### src/rtl/im_loader.sv
// Packs a UART byte stream (SYNC, LEN_H, LEN_L, word pairs) into 16-bit instruction memory writes.
// Define IM_LOADER_CHECKSUM_EN to require a trailing XOR checksum byte over the data bytes.
module im_loader #(
   parameter int ADDR_W = 16,
   parameter int MAX_WORDS = 2048,
   parameter logic [7:0] SYNC_BYTE = 8'hA5
) (
   input  logic              clk,
   input  logic              rst_n,
   input  logic [7:0]        rx_data,
   input  logic              rx_rdy,
   output logic              clr_rx_rdy,
   output logic              im_we,
   output logic [ADDR_W-1:0] im_addr,
   output logic [15:0]       im_wdata,
   output logic              busy,
   output logic              done,
   output logic              err
);

   typedef enum logic [3:0] {
      S_IDLE,
      S_LEN_H,
      S_LEN_L,
      S_DATA_H,
      S_DATA_L,
      S_WR,
`ifdef IM_LOADER_CHECKSUM_EN
      S_CHK,
`endif
      S_FIN,
      S_ERR
   } state_t;

   localparam logic [16:0] MAX_LEN = 17'(MAX_WORDS);
   localparam logic [ADDR_W-1:0] ADDR_ONE = {{(ADDR_W-1){1'b0}}, 1'b1};

   state_t            state_q, state_d;
   logic              clr_q, clr_d;
   logic              held_q, held_d;
   logic              we_q, we_d;
   logic [ADDR_W-1:0] addr_q, addr_d;
   logic [15:0]       wdata_q, wdata_d;
   logic              busy_q, busy_d;
   logic              done_q, done_d;
   logic              err_q, err_d;
   logic [15:0]       len_q, len_d;
   logic [15:0]       cnt_q, cnt_d;
   logic [7:0]        hi_q, hi_d;
`ifdef IM_LOADER_CHECKSUM_EN
   logic [7:0]        chk_q, chk_d;
`endif

   logic              accept;
   logic              consume;
   logic [15:0]       new_len;
   logic [15:0]       cnt_inc;

   always_comb begin
      state_d = state_q;
      clr_d   = 1'b0;
      held_d  = held_q;
      we_d    = 1'b0;
      addr_d  = addr_q;
      wdata_d = wdata_q;
      busy_d  = busy_q;
      done_d  = done_q;
      err_d   = err_q;
      len_d   = len_q;
      cnt_d   = cnt_q;
      hi_d    = hi_q;
`ifdef IM_LOADER_CHECKSUM_EN
      chk_d   = chk_q;
`endif
      new_len = {len_q[15:8], rx_data};
      cnt_inc = cnt_q + 16'd1;

      accept = (state_q == S_IDLE) || (state_q == S_LEN_H) || (state_q == S_LEN_L) ||
               (state_q == S_DATA_H) || (state_q == S_DATA_L);
`ifdef IM_LOADER_CHECKSUM_EN
      accept = accept || (state_q == S_CHK);
`endif
      // held_q blocks a byte the sender keeps presenting after it was already taken
      consume = rx_rdy && !clr_q && !held_q && accept;
      clr_d   = consume;
      if (consume) begin
         held_d = 1'b1;
      end else if (!rx_rdy) begin
         held_d = 1'b0;
      end

      case (state_q)
         S_IDLE: begin
            if (consume && (rx_data == SYNC_BYTE)) begin
               state_d = S_LEN_H;
               busy_d  = 1'b1;
               done_d  = 1'b0;
               err_d   = 1'b0;
               addr_d  = '0;
               cnt_d   = '0;
`ifdef IM_LOADER_CHECKSUM_EN
               chk_d   = '0;
`endif
            end
         end
         S_LEN_H: begin
            if (consume) begin
               len_d[15:8] = rx_data;
               state_d     = S_LEN_L;
            end
         end
         S_LEN_L: begin
            if (consume) begin
               len_d = new_len;
               if ({1'b0, new_len} > MAX_LEN) begin
                  state_d = S_ERR;
               end else if (new_len == 16'd0) begin
`ifdef IM_LOADER_CHECKSUM_EN
                  state_d = S_CHK;
`else
                  state_d = S_FIN;
`endif
               end else begin
                  state_d = S_DATA_H;
               end
            end
         end
         S_DATA_H: begin
            if (consume) begin
               hi_d    = rx_data;
`ifdef IM_LOADER_CHECKSUM_EN
               chk_d   = chk_q ^ rx_data;
`endif
               state_d = S_DATA_L;
            end
         end
         S_DATA_L: begin
            if (consume) begin
               we_d    = 1'b1;
               wdata_d = {hi_q, rx_data};
`ifdef IM_LOADER_CHECKSUM_EN
               chk_d   = chk_q ^ rx_data;
`endif
               state_d = S_WR;
            end
         end
         // Write strobe is high in this state; advance the index once it has been seen
         S_WR: begin
            addr_d = addr_q + ADDR_ONE;
            cnt_d  = cnt_inc;
            if (cnt_inc == len_q) begin
`ifdef IM_LOADER_CHECKSUM_EN
               state_d = S_CHK;
`else
               state_d = S_FIN;
`endif
            end else begin
               state_d = S_DATA_H;
            end
         end
`ifdef IM_LOADER_CHECKSUM_EN
         S_CHK: begin
            if (consume) begin
               state_d = (rx_data == chk_q) ? S_FIN : S_ERR;
            end
         end
`endif
         S_FIN: begin
            done_d  = 1'b1;
            busy_d  = 1'b0;
            state_d = S_IDLE;
         end
         S_ERR: begin
            err_d   = 1'b1;
            busy_d  = 1'b0;
            state_d = S_IDLE;
         end
         default: begin
            state_d = S_IDLE;
         end
      endcase
   end

   always_ff @(posedge clk or negedge rst_n) begin
      if (!rst_n) begin
         state_q <= S_IDLE;
         clr_q   <= 1'b0;
         held_q  <= 1'b0;
         we_q    <= 1'b0;
         addr_q  <= '0;
         wdata_q <= '0;
         busy_q  <= 1'b0;
         done_q  <= 1'b0;
         err_q   <= 1'b0;
         len_q   <= '0;
         cnt_q   <= '0;
         hi_q    <= '0;
`ifdef IM_LOADER_CHECKSUM_EN
         chk_q   <= '0;
`endif
      end else begin
         state_q <= state_d;
         clr_q   <= clr_d;
         held_q  <= held_d;
         we_q    <= we_d;
         addr_q  <= addr_d;
         wdata_q <= wdata_d;
         busy_q  <= busy_d;
         done_q  <= done_d;
         err_q   <= err_d;
         len_q   <= len_d;
         cnt_q   <= cnt_d;
         hi_q    <= hi_d;
`ifdef IM_LOADER_CHECKSUM_EN
         chk_q   <= chk_d;
`endif
      end
   end

   assign clr_rx_rdy = clr_q;
   assign im_we      = we_q;
   assign im_addr    = addr_q;
   assign im_wdata   = wdata_q;
   assign busy       = busy_q;
   assign done       = done_q;
   assign err        = err_q;

endmodule

### config.mk
export PLATFORM = sky130hd
export DESIGN_NAME = im_loader
export DESIGN_NICKNAME = d
export VERILOG_FILES = /design/src/rtl/im_loader.sv
export SDC_FILE = /design/constraint.sdc
export NUM_CORES = 1
export LEC_CHECK = 0
export CAP_MARGIN = 20
export CORE_MARGIN = 3
export CORE_UTILIZATION = 45
export CTS_CLUSTER_DIAMETER = 150
export DETAILED_ROUTE_END_ITERATION = 7
export DONT_BUFFER_PORTS = 1
export PLACE_DENSITY = 0.58
export SLEW_MARGIN = 20
export SYNTH_ARGS = -nofsm -noshare
export SYNTH_HDL_FRONTEND = slang
export SYNTH_SLANG_ARGS = --single-unit
### constraint.sdc
create_clock -name clk -period 4.1 [get_ports clk]
set_input_delay 1.23 -clock clk [delete_from_list [all_inputs] [get_ports clk]]
set_output_delay 1.23 -clock clk [all_outputs]
set_load 0.01 [all_outputs]
# [After elaboration in Yosys (flattened, before gate mapping)]
# Index checks and enable logic that the tools add are counted.
[totals] ff_bits=82 in_bits=11 out_inout_bits=37 word_cells=81
[classes] n_addsub=2 magnitude_cmp=1 eq_ne=15 mux=23 bitwise_logic=1 n_reduce_logical=26
[ops] cell="16-bit one-hot mux with 2 select lines" count=2
[ops] cell="16-bit by 1-bit adder with 16-bit output, second input constant" count=2
[ops] cell="4-bit 2-to-1 mux" count=6
[ops] cell="4-bit one-hot mux with 6 select lines" count=1
[ops] cell="16-bit == test" count=1
[ops] cell="4-bit by 3-bit == test with 1-bit output, second input constant" count=4
[ops] cell="16-bit by 12-bit greater-than comparator with 1-bit output, second input constant" count=1
[ops] cell="16-bit zero test" count=1
[ops] cell="16-bit 2-to-1 mux" count=1
[ops] cell="8-bit one-hot mux with 2 select lines" count=1
[ops] cell="2-bit AND reduction" count=7
[ops] cell="4-bit by 2-bit == test with 1-bit output, second input constant" count=2
[ops] cell="8-bit == test, second input constant" count=1
[ops] cell="8-bit 2-to-1 mux" count=1
[ops] cell="2-bit != test, second input constant" count=4
[ops] cell="2-bit nonzero test" count=4
[ops] cell="1-bit 2-to-1 mux" count=6
[ops] cell="3-bit 2-to-1 mux" count=2
[ops] cell="1-bit one-hot mux with 2 select lines" count=3
[ops] cell="5-bit AND reduction" count=1
[ops] cell="4-bit by 1-bit == test with 1-bit output, second input constant" count=1
[ops] cell="1-bit logical AND" count=4
[ops] cell="4-bit zero test" count=1
[ops] cell="1-bit logical OR" count=4
[ops] cell="other kinds (5)" count=7

# [Depth between registers and ports, before layout]
[depth] depth_word=9 mapped_depth=8 mapped_depth_nobuf=7

# [Least setup slack after synthesis]
# OpenSTA, ideal clock, no wires.
[synth_path] path_type="input to register" start="in rx_data[1]" end="reg cnt_q[9]" setup_time_ns=0.133 arrival_time_ns=2.490 required_ns=3.967 setup_slack_ns=1.477 cell_stages=7 path_buffers=2 cell_sequence="nor4_2 -> nand4_1 -> and2_1 -> clkbuf_1 -> buf_2 -> o21ai_1 -> o31ai_1"
[synth_via] elab_chain_cells=4
[synth_rtl] element="start: declaration" line_no="10" source="input logic [7:0] rx_data,"
[synth_rtl] element="8-bit == test" line_no="94" source="if (consume && (rx_data == SYNC_BYTE)) begin"
[synth_rtl] element="1-bit logical AND" line_no="94"
[synth_rtl] element="2-bit by 1-bit != test with 1-bit output (no line)"
[synth_rtl] element="2-bit AND reduction (no line)"
[synth_rtl] element="end signal: assignment" line_no="212" source="cnt_q <= cnt_d;"
[synth_rtl] element="end: declaration" line_no="48" source="logic [15:0] cnt_q, cnt_d;"
# Every way passes these cells.
# A chain may end at the register's enable or synchronous reset.

# [Worst setup path after layout]
[layout_path] start="in rx_data[1]" end="reg cnt_q[5]"
# Same word-level chain as after synthesis.

==> impl_metrics.csv <==
group,metric,value,unit
run_status,status,"completed",
timing,worst_slack,1520,ps
timing,finalHoldViolCount,0,
global_routing,overflow,0,
timing,finalCritPeriodShare,0.629,
synthesis,seq_area_frac_synth,0.502,
routing,drt_iter0_markers,185,
setup_path,setup.worst_path.start_class,"input port",
hold_path,hp-start,"hi_q[0]",
clocking,numCtsBuffers,9,
setup_path,rr_startpoint,"cnt_q[0]",
timing,setup_violations,0,
routing,routed_via_density,5.70,
finish,nNetsFinal,410,
finish,drive_above_1_share,0.152,
clocking,cts_root_buf,"clkbuf_8",
placed_design,port_buffers,0,
placed_design,place_hpwl,6000,um
setup_path,max_stage_delay,450,ps
setup_path,crit_path_max_fanout,17,
global_routing,grt_antenna_before_repair,0,
timing,finalCriticalPeriod,2580,ps
setup_path,crit_path_end_kind,"flip-flop",
finish,final_common_cell,"dfrtp_1",
clocking,post-cts-setup-buffers,0,
synthesis,synthesis.nets,414,
hold_path,hold_path.class,"flip-flop to flip-flop",
floorplanning,die_w,101,um
timing,rsz0062_at_grt,"false",
clocking,cts.htree.levels,3,
setup_path,arrival,2800,ps
finish,most-common-layout-cells,"dfrtp_1, nand2_1, mux2_2, nor2_1, o21ai_1",
routing,wire_per_inst,17.2,um
floorplanning,die-area,10200,um2
run,cap_viol_max_count,0,
hold_path,hold_depth,2,
synthesis,ys_seq_elements,81,
clocking,clock_sinks,81,
placed_design,dp_cells,491,
global_routing,grt_pass1_wl,14800,um
routing,routed.top_layer,"met4",
global_routing,grt_max_degree,82,
timing,slew_violations,0,
setup_path,critical-path-top-delay-family,"simple AND/OR/NAND/NOR gates",
synthesis,yosysWarnings,0,
placed_design,place.gp.congestion,0.900,
setup_path,reg2regPathDepth,7,
clocking,cts_tree,"yes",
clocking,clock_latency,350,ps
placed_design,pre_cts_slack,1170,ps
finish,fin_cells,507,
timing,holdWs,473,ps
routing,drt-total-wl,8700,um
synthesis,synth_area_leaders,"dfrtp_1, mux2_2, nand2_1",
routing,dr.pass1.iters,4,
timing,worst_pin_slew,728,ps
synthesis,synth_top_area_frac,0.502,
placed_design,place_area,4120,um2
clocking,clockBufferDepth,2,
setup_path,cp_cell_sequence,"nor4_2, nand4_1, buf_4, and2_1, o21ai_1, o21ai_1",
floorplanning,start_util,0.477,
global_routing,grt_pass1_vias,2976,
synthesis,yosysUniqueCellTypes,49,
floorplanning,io_pins,48,
finish,areaGrowthSynthToFinish,7.62,%
routing,m1WireLength,4140,um
hold_path,worstHoldEndpoint,"im_wdata[8]",
setup_path,critical_path_class,"input port to flip-flop",
finish,diodes,0,
power,vdd_drop_max,0.000402,V
clocking,cts_resized,0,
routing,num_vias,2890,
setup_path,critical_path_buf_inv_count,1,
floorplanning,fp-row-count,33,
finish,finalInstanceArea,4350,um2
floorplanning,die_y,101,um
synthesis,synth_top_cell_by_area,"dfrtp_1",
timing,tns,0,ps
setup_path,r2r-end,"state_q[0]",
synthesis,yosys_most_used_dff,"dfrtp_1",
timing,clock.fmax,388,MHz
setup_path,cp.required,4320,ps
routing,routed-wl-met3,381,um
synthesis,synth_area_per_cell,10.1,um2
setup_path,cpMostUsedCell,"o21ai_1",
power,p_per_area,766,nW/um2
setup_path,r2r_setup_slack,1620,ps
routing,final_antenna_net_count,0,
synthesis,syn-cell-area,4040,um2
synthesis,synth_enable_flop_cells,0,
global_routing,grt_usage,0.184,
timing,slew_headroom,0.514,
synthesis,synthCells,401,
clocking,clk_pin_slew,90,ps
power,leakagePower,1.93,nW
floorplanning,core,8460,um2
routing,drcViolationCount,0,
setup_path,crit_cells,6,
clocking,postCtsHoldBufs,0,
setup_path,crit_slowest_cell,"nor4_2",
synthesis,async_flop_share,1.00,
routing,dr_wl_met2,4040,um
timing,skew,11.6,ps
[cell type report]
type	instances	area, um2
fillers	775	4120
flip-flops and latches	81	2030
multi-input cells	297	1920
well taps	105	131
clock buffers	9	124
clock inverters	7	108
repair buffers	3	22.5
inverters	5	18.8
[report_power, final]
part / leakage, nW / internal [mW] / switching [mW]
clock: 0.114 / 0.356 / 0.314
combinational: 0.831 / 0.522 / 0.466
sequential: 0.984 / 1.14 / 0.528
[worst max-delay path by stage]
stage / endpoint / startpoint / slack [ps]
4_1_cts: cnt_q[5] / rx_data[1] / 1540
2_1_floorplan: cnt_q[9] / rx_data[1] / 1480
3_5_place_dp: im_addr[3] / rx_data[1] / 1170
6_report: cnt_q[5] / rx_data[1] / 1520
3_3_place_gp: cnt_q[4] / rx_data[1] / 1220
5_1_grt: cnt_q[14] / rx_data[1] / 1310
[metal layers]
layer  track usage  vias up
met5             0        -
met4        0.0674        0
met3        0.0450       12
met2         0.282       55
met1         0.252     1401
li1              -     1422
[worst register-to-register path, cell delays in order, from the launching register on]
cell and delay (ps):
dfrtp_1 470, ha_1 300, nand3_2 230, nor4_4 440, mux2i_1 240, o311ai_1 140
nor4_2 430, o21ai_1 110
[synth_stat cells, types with 4 or more instances]
cell / count
and3_1: 5
o31ai_1: 7
nand4_1: 10
xnor2_1: 16
o21ai_1: 26
xor2_1: 7
nand2_1: 69
buf_2: 8
mux2_2: 31
o21ai_0: 10
a21oi_1: 4
and2_1: 4
clkbuf_1: 8
nor3_1: 4
nor2_1: 26
inv_1: 4
dfrtp_1: 81
and4_1: 4
a31oi_1: 5
mux2i_1: 7
nand3_1: 23
[through the flow]
| stage | power [mW] | utilization |
|---|---|---|
| finish | 3.33 | 0.514 |
| detailed placement | 2.69 | 0.486 |
| global route | 3.60 | 0.514 |
| floorplan | 2.43 | - |
| global placement | 2.64 | 0.486 |
| CTS | 3.36 | 0.514 |
[cells by family after synthesis]
group,after synthesis,synth area share
and+or+nand+nor,169,0.216
DFF,81,0.502
AOI/OAI and AO/OA,64,0.0954
muxes,39,0.107
xor gates and xnor gates,23,0.0499
buffers and inverters,23,0.0238
adders and majority gates,2,0.00619
[registers in the layout (all words and copies together) (netlist names)]
signal,cells
im_we,1
done,1
cnt_q,16
im_addr,16
err,1
state_q,3
busy,1
held_q,1
im_wdata,16
hi_q,8
clr_rx_rdy,1
len_q,16
Power figures use the tool's default switching activity.
